**src/rtl/sample_uart_tx_if.sv**
```systemverilog
// sample_uart_tx_if: sample strobe input and UART/status outputs of the sample transmitter
interface sample_uart_tx_if #(
  parameter int DATA_BITS  = 16,
  parameter int FIFO_DEPTH = 4
);
  logic [DATA_BITS-1:0]        sample_in;
  logic                        sample_valid;
  logic                        tx;
  logic                        busy;
  logic                        overflow;
  logic [$clog2(FIFO_DEPTH):0] fifo_count;
  modport master (output sample_in, sample_valid, input tx, busy, overflow, fifo_count);
  modport slave (input sample_in, sample_valid, output tx, busy, overflow, fifo_count);
endinterface

```
**src/rtl/sample_uart_tx.sv**
```systemverilog
// sample_uart_tx: buffers 16-bit samples in a FIFO and sends each as an 8N1 UART frame of sync, MSB, LSB
module sample_uart_tx #(
  parameter int         DATA_BITS    = 16,
  parameter int         CLKS_PER_BIT = 16,
  parameter int         FIFO_DEPTH   = 4,
  parameter logic [7:0] SYNC_BYTE    = 8'hA5
) (
  input logic             clk,
  input logic             reset,
  sample_uart_tx_if.slave bus
);
  localparam int AW = $clog2(FIFO_DEPTH);
  localparam int CW = AW + 1;
  localparam logic [15:0] BAUD_MAX = 16'(CLKS_PER_BIT - 1);
  typedef enum logic [1:0] {IDLE, START, DATA, STOP} state_t;
  state_t               state_q, state_d;
  logic [DATA_BITS-1:0] mem_q [FIFO_DEPTH];
  logic [AW-1:0]        wr_q, wr_d, rd_q, rd_d;
  logic [CW-1:0]        count_q, count_d;
  logic                 overflow_q, overflow_d;
  logic [1:0]           byte_q, byte_d;
  logic [2:0]           bit_q, bit_d;
  logic [15:0]          baud_q, baud_d;
  logic [7:0]           shift_q, shift_d;
  logic [DATA_BITS-1:0] held_q, held_d;
  logic                 tx_q, tx_d;
  logic                 pop, push, baud_done;
  always_comb begin
    pop        = state_q == IDLE && count_q != '0;
    push       = bus.sample_valid && (count_q != CW'(FIFO_DEPTH) || pop);
    count_d    = count_q + CW'(push) - CW'(pop);
    wr_d       = wr_q + AW'(push);
    rd_d       = rd_q + AW'(pop);
    overflow_d = overflow_q | (bus.sample_valid & ~push);
    baud_done  = baud_q == BAUD_MAX;
    baud_d     = (state_q == IDLE || baud_done) ? '0 : baud_q + 16'd1;
    state_d    = state_q;
    byte_d     = byte_q;
    bit_d      = bit_q;
    shift_d    = shift_q;
    held_d     = held_q;
    case (state_q)
      IDLE: if (pop) begin
        held_d  = mem_q[rd_q];
        byte_d  = '0;
        shift_d = SYNC_BYTE;
        state_d = START;
      end
      START: if (baud_done) begin
        state_d = DATA;
        bit_d   = '0;
      end
      DATA: if (baud_done) begin
        shift_d = shift_q >> 1;
        bit_d   = bit_q + 3'd1;
        state_d = bit_q == 3'd7 ? STOP : DATA;
      end
      default: if (baud_done) begin
        state_d = byte_q == 2'd2 ? IDLE : START;
        shift_d = byte_q == 2'd0 ? held_q[DATA_BITS-1 -: 8] : held_q[7:0];
        byte_d  = byte_q == 2'd2 ? 2'd0 : byte_q + 2'd1;
      end
    endcase
    // line level follows the state being entered so tx comes straight from a flop
    tx_d = state_d == START ? 1'b0 : state_d == DATA ? shift_d[0] : 1'b1;
  end
  always_ff @(posedge clk) begin
    if (reset) begin
      state_q    <= IDLE;
      wr_q       <= '0;
      rd_q       <= '0;
      count_q    <= '0;
      overflow_q <= 1'b0;
      byte_q     <= '0;
      bit_q      <= '0;
      baud_q     <= '0;
      shift_q    <= '0;
      held_q     <= '0;
      tx_q       <= 1'b1;
    end else begin
      state_q    <= state_d;
      wr_q       <= wr_d;
      rd_q       <= rd_d;
      count_q    <= count_d;
      overflow_q <= overflow_d;
      byte_q     <= byte_d;
      bit_q      <= bit_d;
      baud_q     <= baud_d;
      shift_q    <= shift_d;
      held_q     <= held_d;
      tx_q       <= tx_d;
    end
  end
  always_ff @(posedge clk) begin
    if (push) mem_q[wr_q] <= bus.sample_in;
  end
  assign bus.tx         = tx_q;
  assign bus.busy       = state_q != IDLE || count_q != '0;
  assign bus.overflow   = overflow_q;
  assign bus.fifo_count = count_q;
endmodule

```
**src/flat_wrapper.sv**
```systemverilog
// flat-port wrapper written by rule: the top's interface ports become plain ports
module sample_uart_tx_flat 
#(
  parameter int         DATA_BITS    = 16,
  parameter int         CLKS_PER_BIT = 16,
  parameter int         FIFO_DEPTH   = 4,
  parameter logic [7:0] SYNC_BYTE    = 8'hA5
)
  (clk, reset, bus_sample_in, bus_sample_valid, bus_tx, bus_busy, bus_overflow, bus_fifo_count);
  sample_uart_tx_if #(.DATA_BITS(DATA_BITS), .FIFO_DEPTH(FIFO_DEPTH)) bus_i ();
  input logic clk;
  input logic reset;
  input wire logic [$bits(bus_i.sample_in)-1:0] bus_sample_in;
  input wire logic [$bits(bus_i.sample_valid)-1:0] bus_sample_valid;
  output wire logic [$bits(bus_i.tx)-1:0] bus_tx;
  output wire logic [$bits(bus_i.busy)-1:0] bus_busy;
  output wire logic [$bits(bus_i.overflow)-1:0] bus_overflow;
  output wire logic [$bits(bus_i.fifo_count)-1:0] bus_fifo_count;
  assign bus_i.sample_in = bus_sample_in;
  assign bus_i.sample_valid = bus_sample_valid;
  assign bus_tx = bus_i.tx;
  assign bus_busy = bus_i.busy;
  assign bus_overflow = bus_i.overflow;
  assign bus_fifo_count = bus_i.fifo_count;
  sample_uart_tx #(.DATA_BITS(DATA_BITS), .CLKS_PER_BIT(CLKS_PER_BIT), .FIFO_DEPTH(FIFO_DEPTH), .SYNC_BYTE(SYNC_BYTE)) u_core (.clk(clk), .reset(reset), .bus(bus_i));
endmodule
```
**config.mk**
```make
export PLATFORM = sky130hd
export DESIGN_NAME = sample_uart_tx_flat
export DESIGN_NICKNAME = d
export VERILOG_FILES = /design/src/rtl/sample_uart_tx_if.sv /design/src/rtl/sample_uart_tx.sv /design/src/flat_wrapper.sv
export SDC_FILE = /design/constraint.sdc
export NUM_CORES = 1
export LEC_CHECK = 0
export CORE_MARGIN = 2
export CORE_UTILIZATION = 57
export CTS_CLUSTER_SIZE = 8
export DETAILED_ROUTE_END_ITERATION = 8
export DONT_BUFFER_PORTS = 1
export PLACE_DENSITY = 0.77
export SKIP_CTS_REPAIR_TIMING = 1
export SYNTH_ARGS = -nofsm -noshare
export SYNTH_HDL_FRONTEND = slang
export SYNTH_SLANG_ARGS = --single-unit
```
**constraint.sdc**
```tcl
create_clock -name clk -period 2.5 [get_ports clk]
set_input_delay 0.375 -clock clk [delete_from_list [all_inputs] [get_ports clk]]
set_output_delay 0.375 -clock clk [all_outputs]
set_load 0.02 [all_outputs]
```
==> metrics.csv <==
stage,metric,value,unit
run_status,outcome,"complete, no violations",
placement,place.port_buffers,0,
timing,setup_repair_after_global_routing_missed_its_margin,false,
synth,synthesis.nets,432,
setup_path,arrival,2.69,ns
cells_and_area,area_used_by_multi_input_combinational_logic,1866,um^2
global_route,antenna_found_initial,0,
clock_tree,clk_latency,0.52,ns
global_route,global_route.usage.total,21.14,%
global_route,grt_max_degree,42,
synth,async_reset_ff_share,0,%
timing,final_critical_path_setup_slack,0.2011,ns
setup_path,cp-start-kind,flip-flop,
timing,setup-tns-final,0,ns
route,wl_met1,4.217,mm
floorplanning,floorplan.rows,34,
synth,synth.lib_cells_used.distinct,50,
route,met2_length,4.889,mm
global_route,grt_pass1_wl,15.63,mm
floorplanning,die_y,97.73,um
cells_and_area,syn_to_final_growth,19.29,%
setup_path,worst_path_dominant_cell_family,adder cells,
cells_and_area,insertedDiodeCount,0,
timing,max_slew_margin,40.59,%
clock_tree,numCtsBuffers,17,
cells_and_area,finalNetCount,466,
cells_and_area,layout.filler_cells,592,
placement,place_congestion,0.7684,
route,antenna_left,0,
route,starting_drt_drc_count,186,
floorplanning,fp.dieArea,9550,um^2
hold_path,hp-class,in2reg,
route,post-route-drc-count,0,
timing,period_minus_slack,2.299,ns
synth,synth_warnings,0,
route,detailedRoute.firstPassIterationCount,4,
setup_path,path_class,reg2reg,
timing,setup_viol_count_final,0,
placement,place.detailed.hpwl,5.738,mm
synth,synth_edf_count,64,
setup_path,critical-path-max-stage-delay,0.45,ns
synth,synth_seq_cells,120,
power,peakVddDrop,0.6042,mV
synth,syn_area_per_cell,12.49,um^2
clock_tree,htree_levels,4,
synth,synthesis.instances,401,
route,routed-wl-met3,466,um
setup_path,critical_path_required,2.89,ns
power,power.static_leakage,2.131,nW
timing,period_share,91.96,%
clock_tree,clock_sink_count,120,
clock_tree,clk_transition_reported_paths,0.06,ns
placement,dp_slack,0.08705,ns
floorplanning,floorplan.core_area,8636,um^2
power,cellPowerDensity,1087,nW/um^2
route,wire_per_inst,17.43,um
clock_tree,tritoncts,built,
clock_tree,ctsRootBufferMaster,clkbuf_8,
setup_path,crit_chain,"inv_1, ha_1, nor4b_2, nor2b_1, ha_1, fa_1, xnor2_1, xnor2_1, nor2_1",
synth,sequential_area_share_after_synthesis,60.77,%
timing,fmax,435.0,MHz
floorplanning,initial_cell_density_of_the_core,57.98,%
floorplanning,io-pin-count,25,
setup_path,crit_path_max_fanout,7,
clock_tree,ctsLongestPathBuffers,2,
timing,report.final.hold_viol_count,0,
timing,worst_skew,0.01273,ns
timing,final-max-slew-violation-count,0,
global_route,first_global_vias,3243,
setup_path,critical_path.n_buffers_inverters,1,
synth,dominantRegCellSynth,edfxtp_1,
route,topRoutingLayerUsed,met4,
flow_run,maxCapViolations,0,
synth,syn-cell-area,5007,um^2
route,avgViaCountPerCell,5.751,
global_route,grt-ovfl-total,0,
cells_and_area,proportion_of_layout_cells_with_a_drive_suffix_above_1,18.79,%
route,postRouteWirelength,9.674,mm
cells_and_area,regArea,3045,um^2
route,routed-via-count,3192,
setup_path,slowest_stage,dfxtp_1,
setup_path,end_kind,flip-flop,
setup_path,timing.reg2reg.setup_slack,0.20,ns
timing,worstMarginPinSlew,0.8899,ns
floorplanning,x_dimension_of_the_die,97.73,um
final cells by class:
cell class	instances	area share (%)
Clock inverter	14	2.870
Sequential cell	120	50.98
Clock buffer	17	6.933
Inverter	11	0.6912
Tap cell	108	2.262
Timing Repair Buffer	33	5.027
Multi-Input combinational cell	252	31.23
layout by cell type, fill, tap and decap left out, drive strengths merged, types with 5 or more instances in the layout:
master / count
inv: 16
mux4: 16
a21oi: 26
xor2: 6
nor2b: 6
clkbuf: 17
nand3: 9
nor2: 43
ha: 11
clkinv: 5
dfxtp: 56
edfxtp: 64
nand2: 51
dlygate4sd3: 16
o21ai: 11
nor4: 5
nor3: 7
mux2: 8
buf: 17
xnor2: 11
synth_stat cells, types with 3 or more instances:
master	number	area, um^2
nand2_1	51	191.4
ha_1	11	137.6
xor2_1	6	52.55
edfxtp_1	64	1922
o21ai_0	10	50.05
nand2b_1	3	18.77
a21o_1	3	22.52
xnor2_1	11	96.34
inv_1	10	37.54
nor4_4	3	63.81
nor2_1	43	161.4
dfxtp_1	56	1121
mux4_2	16	360.4
nor3_1	6	30.03
a21oi_1	26	130.1
a22oi_1	4	30.03
nand3_1	9	45.04
and3_1	4	25.02
clkbuf_1	13	48.80
mux2_2	7	78.83
nor2b_1	6	37.54
buf_2	3	15.01
layer usage:
layer / up-vias / GRT usage [%]
met3: 10 / 6.906
met4: 0 / 8.013
li1: 1524 / -
met5: - / 0
met2: 78 / 34.69
met1: 1580 / 26.35
worst reg2reg max path, delay by kind of cell, from the launching register on:
family / cells / cell delay (ns)
DFF: 1 / 0.45
adders and majority gates: 3 / 0.84
and+or+nand+nor: 3 / 0.46
xor gates and xnor gates: 2 / 0.34
buffers and inverters: 1 / 0.10
path summary, 6_finish.rpt:
check / startpoint / end / cells after the start
setup / recovery: u_core.state_q[1] / u_core.bus.fifo_count[2] / 9
hold / removal: bus_sample_valid / u_core.bus.overflow / 2
setup reg to reg: u_core.state_q[1] / u_core.bus.fifo_count[2] / 9
hold reg to reg: u_core.held_q[10] / u_core.held_q[10] / 2
logic make-up after synthesis:
group	synth area share, %
AND/OR/NAND/NOR	14.32
flip-flops	60.77
AO/OA/AOI/OAI	7.071
buffers and inverters	2.249
multiplexers	9.470
XOR/XNOR	2.973
adder cells (fa/ha/maj)	3.148
report_power, final:
part / switching [W] / internal [W] / leakage (nW)
Combinational: 0.000836 / 0.000686 / 0.801
Sequential: 0.000195 / 0.00236 / 1.04
Clock: 0.000891 / 0.00152 / 0.285
Total: 0.00192 / 0.00457 / 2.13
metrics by stage:
stage | power (W) | cell area [um^2] | hold slack (ns) | cells | util, %
6_report | 0.006491 | 5973 | 0.02514 | 555 | 69.17
5_1_grt | 0.006781 | 5973 | 0.05579 | 555 | 69.17
4_1_cts | 0.006457 | 5787 | -0.09514 | 538 | 67.01
3_5_place_dp | 0.004040 | 5201 | 0.4397 | 507 | 60.23
3_3_place_gp | 0.003989 | 5201 | 0.4367 | 507 | 60.23
2_1_floorplan | 0.003647 | 5019 | 0.4329 | 401 | -
registers in the layout, indices dropped and copies added, names as in the netlist:
signal,flops
u_core.held_q,16
u_core.byte_q,2
u_core.bus.overflow,1
u_core.wr_q,2
u_core.mem_q,64
u_core.bit_q,3
u_core.shift_q,8
u_core.rd_q,2
u_core.bus.fifo_count,3
u_core.bus.tx,1
u_core.state_q,2
u_core.baud_q,16
(Power assumes the default switching activity.)
